$ cat src/rtl/lock_pkg.sv
// Shared definitions for the code-lock key input path.
// Holds the debounce FSM state encoding and the default timing constants.
// No ports; imported by key_debounce_chan and key_conditioner.
package lock_pkg;

  localparam int DEB_CYCLES_DEF = 16;
  localparam int CW_DEF         = 5;

  localparam logic [1:0] ST_IDLE       = 2'd0;
  localparam logic [1:0] ST_PRESS_WAIT = 2'd1;
  localparam logic [1:0] ST_HELD       = 2'd2;
  localparam logic [1:0] ST_REL_WAIT   = 2'd3;

  // Debounced level is 1 in HELD and REL_WAIT; the encoding puts that in bit 1.
  function automatic logic st_level(input logic [1:0] st);
    return (st == ST_HELD) || (st == ST_REL_WAIT);
  endfunction

endpackage

$ cat src/rtl/key_debounce_chan.sv
// One key channel: 2-flop synchroniser, debounce FSM and saturating-free counter.
// Ports: clk, rst (async active-low), key_raw in; level (registered), rise_evt
// (combinational, high during the cycle whose rising edge enters HELD from PRESS_WAIT).
module key_debounce_chan
  import lock_pkg::*;
#(
  parameter int DEB_CYCLES = DEB_CYCLES_DEF,
  parameter int CW         = CW_DEF
) (
  input  logic clk,
  input  logic rst,
  input  logic key_raw,
  output logic level,
  output logic rise_evt
);

  localparam logic [CW-1:0] CNT_LAST = CW'(DEB_CYCLES - 1);
  localparam logic [CW-1:0] CNT_ONE  = CW'(1);

  logic          sync1_q, sync1_d;
  logic          sync2_q, sync2_d;
  logic [1:0]    state_q, state_d;
  logic [CW-1:0] cnt_q, cnt_d;

  always_comb begin
    sync1_d  = key_raw;
    sync2_d  = sync1_q;
    state_d  = state_q;
    cnt_d    = cnt_q;
    rise_evt = 1'b0;
    case (state_q)
      ST_IDLE: begin
        if (sync2_q) begin
          state_d = ST_PRESS_WAIT;
          cnt_d   = CNT_ONE;
        end
      end
      ST_PRESS_WAIT: begin
        if (!sync2_q) begin
          state_d = ST_IDLE;
          cnt_d   = '0;
        end else if (cnt_q == CNT_LAST) begin
          state_d  = ST_HELD;
          cnt_d    = '0;
          rise_evt = 1'b1;
        end else begin
          cnt_d = cnt_q + CNT_ONE;
        end
      end
      ST_HELD: begin
        if (!sync2_q) begin
          state_d = ST_REL_WAIT;
          cnt_d   = CNT_ONE;
        end
      end
      ST_REL_WAIT: begin
        // A bounce back to 1 returns to HELD without a new rise event.
        if (sync2_q) begin
          state_d = ST_HELD;
          cnt_d   = '0;
        end else if (cnt_q == CNT_LAST) begin
          state_d = ST_IDLE;
          cnt_d   = '0;
        end else begin
          cnt_d = cnt_q + CNT_ONE;
        end
      end
    endcase
  end

  always_ff @(posedge clk or negedge rst) begin
    if (!rst) begin
      sync1_q <= 1'b0;
      sync2_q <= 1'b0;
      state_q <= ST_IDLE;
      cnt_q   <= '0;
    end else begin
      sync1_q <= sync1_d;
      sync2_q <= sync2_d;
      state_q <= state_d;
      cnt_q   <= cnt_d;
    end
  end

  // Derived straight from the state flop, so it changes on the same edge as the state.
  assign level = st_level(state_q);

endmodule

$ cat src/rtl/key_conditioner.sv
// Two-key front end for the code lock: debounce both keys, emit one-cycle press
// pulses b0/b1 (never together), and pulse conflict on simultaneous or chorded presses.
// Ports: clk, rst (async active-low), key0_raw/key1_raw in; b0, b1, k0_level, k1_level, conflict out.
module key_conditioner
  import lock_pkg::*;
#(
  parameter int DEB_CYCLES = DEB_CYCLES_DEF,
  parameter int CW         = CW_DEF
) (
  input  logic clk,
  input  logic rst,
  input  logic key0_raw,
  input  logic key1_raw,
  output logic b0,
  output logic b1,
  output logic k0_level,
  output logic k1_level,
  output logic conflict
);

  logic rise0, rise1;
  logic b0_q, b0_d;
  logic b1_q, b1_d;
  logic conflict_q, conflict_d;

  key_debounce_chan #(.DEB_CYCLES(DEB_CYCLES), .CW(CW)) u_chan0 (
    .clk      (clk),
    .rst      (rst),
    .key_raw  (key0_raw),
    .level    (k0_level),
    .rise_evt (rise0)
  );

  key_debounce_chan #(.DEB_CYCLES(DEB_CYCLES), .CW(CW)) u_chan1 (
    .clk      (clk),
    .rst      (rst),
    .key_raw  (key1_raw),
    .level    (k1_level),
    .rise_evt (rise1)
  );

  // A rise is only forwarded when the other key is not debounced-down and not
  // rising on the same edge; otherwise the press is swallowed and flagged.
  always_comb begin
    b0_d       = rise0 && !rise1 && !k1_level;
    b1_d       = rise1 && !rise0 && !k0_level;
    conflict_d = (rise0 && rise1) || (rise0 && k1_level) || (rise1 && k0_level);
  end

  always_ff @(posedge clk or negedge rst) begin
    if (!rst) begin
      b0_q       <= 1'b0;
      b1_q       <= 1'b0;
      conflict_q <= 1'b0;
    end else begin
      b0_q       <= b0_d;
      b1_q       <= b1_d;
      conflict_q <= conflict_d;
    end
  end

  assign b0       = b0_q;
  assign b1       = b1_q;
  assign conflict = conflict_q;

endmodule

$ cat config.mk
export PLATFORM = sky130hd
export DESIGN_NAME = key_conditioner
export DESIGN_NICKNAME = d
export VERILOG_FILES = /design/src/rtl/lock_pkg.sv /design/src/rtl/key_debounce_chan.sv /design/src/rtl/key_conditioner.sv
export SDC_FILE = /design/constraint.sdc
export NUM_CORES = 1
export LEC_CHECK = 0
export BUFFER_PORTS_ARGS = -buffer_cell sky130_fd_sc_hd__buf_2
export CAP_MARGIN = 10
export CORE_UTILIZATION = 34
export CTS_CLUSTER_DIAMETER = 120
export DETAILED_ROUTE_END_ITERATION = 10
export HOLD_SLACK_MARGIN = 0.15
export SKIP_CTS_REPAIR_TIMING = 1
export SYNTH_ARGS = -nofsm -noshare
export SYNTH_HDL_FRONTEND = slang
export SYNTH_HIERARCHICAL = 1
export SYNTH_SLANG_ARGS = --single-unit
$ cat constraint.sdc
create_clock -name clk -period 2 [get_ports clk]
set_input_delay 0.2 -clock clk [delete_from_list [all_inputs] [get_ports clk]]
set_output_delay 0.2 -clock clk [all_outputs]
set_load 0.005 [all_outputs]
==> flow_metrics.tcl, run 1 <==
set metrics [dict create \
    cts_max_path_buffers 2 \
    yosysWarnings 6 \
    clk_latency_ns 0.29 \
    fin_crit_sh_pct 83.2 \
    required_ns 2.23 \
    hold_class "reg -> reg" \
    grt_setup_unrepaired "no" \
    relSlewSlack_pct 70.5 \
    multiInputGateArea_um2 417 \
    via_count 618 \
    total_leakage_power_nw 0.489 \
    ys_seq_area_share_pct 54.2 \
    dpl_cell_area_mm2 0.00102 \
    dp_cells 117 \
    clk_pin_slew_ns 0.11 \
    syn_to_final_growth_pct 11.1 \
    chipHeight_um 55.4 \
    fill_cells 250 \
    synth.area.top_cells "dfrtp_1 (54%), nand3_1 (4.1%), nand2_1 (3.9%), xor2_1 (3.6%), o32ai_2 (3.4%)" \
    layout.core_utilization_pct 39.4 \
    maxCapViolCount 0 \
    cpPeakStageDelay_ns 0.42 \
    worst_pin_slew_ns 0.442 \
    p_per_area_mw_per_mm2 670 \
    fin_crit_ns 1.66 \
    syn_nets 88 \
    drt_wl_total_um 1450 \
    ioPinCount 9 \
    grt_pass1_vias 595 \
    gp_congestion 0.744 \
    critPathLaunchType "flop" \
    ant_nets 0 \
    dpl.hpwl_um 1050 \
    clock.fmax_mhz 601 \
    worstSetupEndpointType "flop" \
    cts_tree "yes" \
    synth_cells 82 \
    worstPathArrival_ns 1.89 \
    grt_pass1_wl_um 2570 \
    path_cells "ha_1 -> and4b_4 -> nand2_1 -> nor3b_1 -> a21oi_1 -> nor2_1" \
    cts_buffers 3 \
    grt_use_total_pct 10.7 \
    core-area_mm2 0.00273 \
    critPathKind "reg -> reg" \
    initial_utilization_pct 35.5 \
    clkSinkCount 21 \
    crit_slowest_cell "dfrtp_1" \
    finalMaxSlewViolations 0 \
    power_switching_w 0.000172 \
    grt-ovfl-total 0 \
    ys_types 21 \
    setup_viol 0 \
    drcViolationCount 0 \
    cts-root-buf "clkbuf_4" \
    combPwrFrac_pct 8.2 \
    power_frac_seq_pct 64.9 \
    clockPowerShare_pct 26.9 \
    dr.pass1.iters 3 \
    final-hold-violation-count 0 \
    syn_avg_cell_area_um2 11.8 \
    dieArea_mm2 0.00307 \
    fin_worst_hold_slack_ns 0.368 \
    synth_top_area_share_pct 54.2 \
    syn-cell-area_um2 970 \
    synth_area_leader_cell "dfrtp_1" \
    antenna_found_initial 0 \
    drive_gt1_share_pct 22.6 \
    final.setup_skew_ns 0.00281 \
    port_buffers 8 \
    fin_area_mm2 0.00108 \
    cellInternalPower_w 0.000550 \
    status "finished, final reports clean" \
    fp.dieW_um 55.4 \
    grt_max_degree 22 \
    path_max_fanout 4 \
    h-tree-depth 1 \
    setup_tns_ns 0 \
    swShare_pct 23.8 \
    layout.cells.non_filler 124 \
    post_drt_wl_per_cell_um 11.7 \
    num_rows 19 \
    drt_iter0_markers 6 \
    via_per_inst 4.98 \
    ff_latch_area_um2 526 \
    ys_seq_elements 21 \
    diodes 0 \
    ir_drop_uv 442 \
    final_nets 100 \
]
[worst paths after layout]
kind                             startpoint               to  slack (ns)  cells past startpoint
hold / removal              u_chan0/sync1_q  u_chan0/sync2_q        0.37                      0
setup reg to reg           u_chan1/cnt_q[0]         conflict        0.34                      6
min in group asynchronous               rst               b1        0.38                      2
hold reg to reg             u_chan0/sync1_q  u_chan0/sync2_q        0.37                      0
max in group asynchronous               rst        async pin        1.32                      2
setup / recovery           u_chan1/cnt_q[0]         conflict        0.34                      6
[per-stage QoR]
step / total power, W / worst slack [ns]
detailed placement: 0.000533 / 0.356
CTS: 0.000729 / 0.332
global placement: 0.000530 / 0.392
finish: 0.000722 / 0.335
global route: 0.000760 / 0.187
floorplan: 0.000512 / 0.482
[worst max-delay path: cells and delay by family, from the launching register on]
kind	cells	cell delay, ns
AOI/OAI and AO/OA	1	0.08
DFF	1	0.42
and+or+nand+nor	4	0.88
adders and majority gates	1	0.23
[final cells by class]
type | instances | share of cell area (%)
Timing Repair Buffer | 11 | 6.50
Sequential cell | 21 | 48.8
Clock buffer | 4 | 2.44
Tap cell | 31 | 3.60
Multi-Input combinational cell | 57 | 38.7
[power by group through the flow]
| stage | Combinational (W) | Clock (W) | Sequential [W] |
|---|---|---|---|
| floorplan | 0.0000443 | 0 | 0.000467 |
| global placement | 0.0000550 | 0 | 0.000475 |
| detailed placement | 0.0000567 | 0 | 0.000477 |
| CTS | 0.0000565 | 0.000204 | 0.000469 |
| global route | 0.0000698 | 0.000217 | 0.000473 |
| finish | 0.0000594 | 0.000194 | 0.000469 |
[cells in the final DEF (no fill, tap or decap), drive strengths merged]
master	instances
nand2	10
dlygate4sd3	3
nor2	4
o21ai	6
buf	8
ha	2
and2	1
nand3	8
a21oi	3
o32ai	2
o21a	4
mux2	2
and4b	2
nor3b	3
dfrtp	21
xnor2	2
xor2	6
clkbuf	4
and3	2
[state kept, by name, indices dropped and copies added, names as in the netlist, named ones only]
| name | cells |
|---|---|
| u_chan0/cnt_q | 5 |
| u_chan1/cnt_q | 5 |
| b0 | 1 |
| b1 | 1 |
| conflict | 1 |
| u_chan0/state_q | 1 |
| u_chan0/sync1_q | 1 |
| u_chan0/sync2_q | 1 |
| u_chan1/state_q | 1 |
| u_chan1/sync1_q | 1 |
| u_chan1/sync2_q | 1 |
[routing by layer]
metal	share of wire, %	track usage, %
met1	49	13.9
met2	46	17.4
met3	3.6	1.64
met4	1.1	5.36
met5	0	0
[logic make-up after synthesis]
kind of cell,share of synthesized area (%)
AO/OA/AOI/OAI,11.1
multiplexers,3.10
adder cells (fa/ha/maj),2.58
XOR/XNOR,8.77
flip-flops,54.2
AND/OR/NAND/NOR,17.4
buffers and inverters,2.84
[synthesized netlist by cell type]
cell type      instances
o21a_1                 4
xor2_1                 4
dlygate4sd1_1          2
nor3b_2                1
xor2_2                 2
o21ai_0                6
a21oi_1                3
nor3b_1                2
nand3_1                8
nor2_1                 3
xnor2_1                2
mux2_4                 2
ha_1                   2
o32ai_2                2
buf_2                  2
nand2_1               10
and2_1                 1
and4b_4                2
nor2_2                 1
and3_1                 2
dfrtp_1               21
Note: power is estimated with default switching activity, not from simulation.
==> run 2, diff against run 1 <==
==> constraint.sdc (replaced) <==
create_clock -name clk -period 1.3 [get_ports clk]
set_input_delay 0.13 -clock clk [delete_from_list [all_inputs] [get_ports clk]]
set_output_delay 0.13 -clock clk [all_outputs]
set_load 0.005 [all_outputs]
==> run 2 against run 1 <==
Compared with the run above: the flow now finishes with violations (setup timing); critical path type unchanged; first-iteration DRC count rose to 3.0 times the previous value; non-clock buffer count rose by 16; register-to-register slack got worse by 0.40 ns; clock power rose by 59%; flip-flop and latch count did not move; clock skew rose by 0.0019 ns; sequential share of layout area fell by 6.2 points; design area rose by 15%; clock-buffer cell count did not move; core utilization rose by 5.9 points.
==> flow_metrics.tcl, run 2 (synthesis results as in run 1) <==
set metrics [dict create \
    grt-ovfl-total 0 \
    drt-met1-wl_um 844 \
    gp_congestion 0.807 \
    path_max_fanout 3 \
    fin_crit_sh_pct 105 \
    cts_buffers 3 \
    drt_iter0_markers 18 \
    worst_pin_slew_ns 0.465 \
    h-tree-depth 1 \
    r2r_start "u_chan0/cnt_q[1]" \
    drt_wl_total_um 1700 \
    initial_utilization_pct 35.5 \
    post_drt_wl_per_cell_um 12.1 \
    required_ns 1.50 \
    dpl.hpwl_um 1240 \
    syn_to_final_growth_pct 27.6 \
    critPathCapture "b1" \
    fp.dieW_um 55.4 \
    setup_viol 3 \
    critPathLaunchType "flop" \
    diodes 0 \
    total_leakage_power_nw 0.585 \
    via_per_inst 4.78 \
    rr_endpoint "b1" \
    dr.pass1.iters 4 \
    cts_tree "yes" \
    core-area_mm2 0.00273 \
    final_nets 116 \
    layout_common_cells "dfrtp_1 (20), buf_4 (16), buf_2 (8), nand3_1 (8), nand2_1 (8)" \
    final-hold-violation-count 0 \
    final_common_cell "dfrtp_1" \
    reg2reg_slack_ns -0.06 \
    reg2regPathDepth 6 \
    clk_latency_ns 0.30 \
    via_count 669 \
    p_per_area_mw_per_mm2 954 \
    critPathKind "reg -> reg" \
    drive_gt1_share_pct 41.3 \
    status "complete, but fails checks" \
    dr_wl_met3_um 39 \
    layout.core_utilization_pct 45.3 \
    top_layer_used "met4" \
    worstSetupEndpointType "flop" \
    grt_use_total_pct 12.5 \
    finalMaxSlewViolations 0 \
    fin_crit_ns 1.36 \
    antenna_found_initial 0 \
    ant_nets 0 \
    finalWorstSetupSlack_ns -0.0630 \
    relSlewSlack_pct 69.0 \
    fill_cells 251 \
    cts_max_path_buffers 2 \
    drcViolationCount 0 \
    clock.fmax_mhz 734 \
    maxCapViolCount 0 \
    setup_tns_ns -0.121 \
    cts-root-buf "clkbuf_4" \
    dr_wl_met2_um 805 \
    final.setup_skew_ns 0.00474 \
    clk_pin_slew_ns 0.12 \
    violations "setup timing" \
    grt_max_degree 22 \
    grt_pass1_wl_um 3010 \
    num_rows 19 \
    port_buffers 8 \
    chipHeight_um 55.4 \
    hold_class "in -> async" \
    dieArea_mm2 0.00307 \
    clkSinkCount 21 \
    worstPathArrival_ns 1.56 \
    ioPinCount 9 \
    grt_setup_unrepaired "yes" \
    reg.largest.list "u_chan0/cnt_q (5), u_chan1/cnt_q (5)" \
    grt_pass1_vias 684 \
    ir_drop_uv 931 \
    dpl_worst_slack_ns -0.0769 \
    cp-startpoint "u_chan0/cnt_q[1]" \
]
## run 2: through the flow
step	power [W]	cell area (µm²)	cells	hold slack [ns]
2_1_floorplan	0.000790	990	82	-0.166
5_1_grt	0.00125	1240	140	0.313
3_3_place_gp	0.000862	1150	132	0.104
3_5_place_dp	0.000871	1150	132	0.119
4_1_cts	0.00119	1180	136	-0.223
6_report	0.00118	1240	140	0.299
## run 2: worst min path at each step
stage / startpoint / endpoint / slack, ns / cells after the start
2_1_floorplan: rst / b0 / -0.17 / 0
3_3_place_gp: rst / u_chan0/cnt_q[3] / 0.10 / 1
3_5_place_dp: rst / u_chan0/cnt_q[2] / 0.12 / 1
4_1_cts: rst / u_chan0/cnt_q[2] / -0.22 / 1
5_1_grt: rst / conflict / 0.31 / 2
6_report: rst / u_chan0/cnt_q[2] / 0.30 / 2
## run 2: critical path: stages, from the launching register on
cell and delay (ns):
dfrtp_1 0.37, ha_2 0.18, and4b_4 0.24, nand2_4 0.06, nor3b_4 0.20, nor2_2 0.05
and2_1 0.16
## run 2: power breakdown
part	total (W)	switching [W]	internal, W	leakage [nW]
Sequential	0.000704	0.0000210	0.000683	0.271
Clock	0.000309	0.000190	0.000119	0.0150
Combinational	0.000167	0.0000778	0.0000893	0.299
Total	0.00118	0.000289	0.000892	0.585
## run 2: layout make-up
class	count	area (µm²)	area share (%)
Tap cell	31	38.8	3.13
Clock buffer	4	26.3	2.12
Timing Repair Buffer	27	190	15.4
Multi-Input combinational cell	57	455	36.8
Sequential cell	21	527	42.6
## run 2: metal layers
layer / vias to the layer above / global-route usage [%]
met5: - / 0
li1: 337 / -
met1: 324 / 15.6
met3: 2 / 4.22
met4: 0 / 2.14
met2: 6 / 21.2
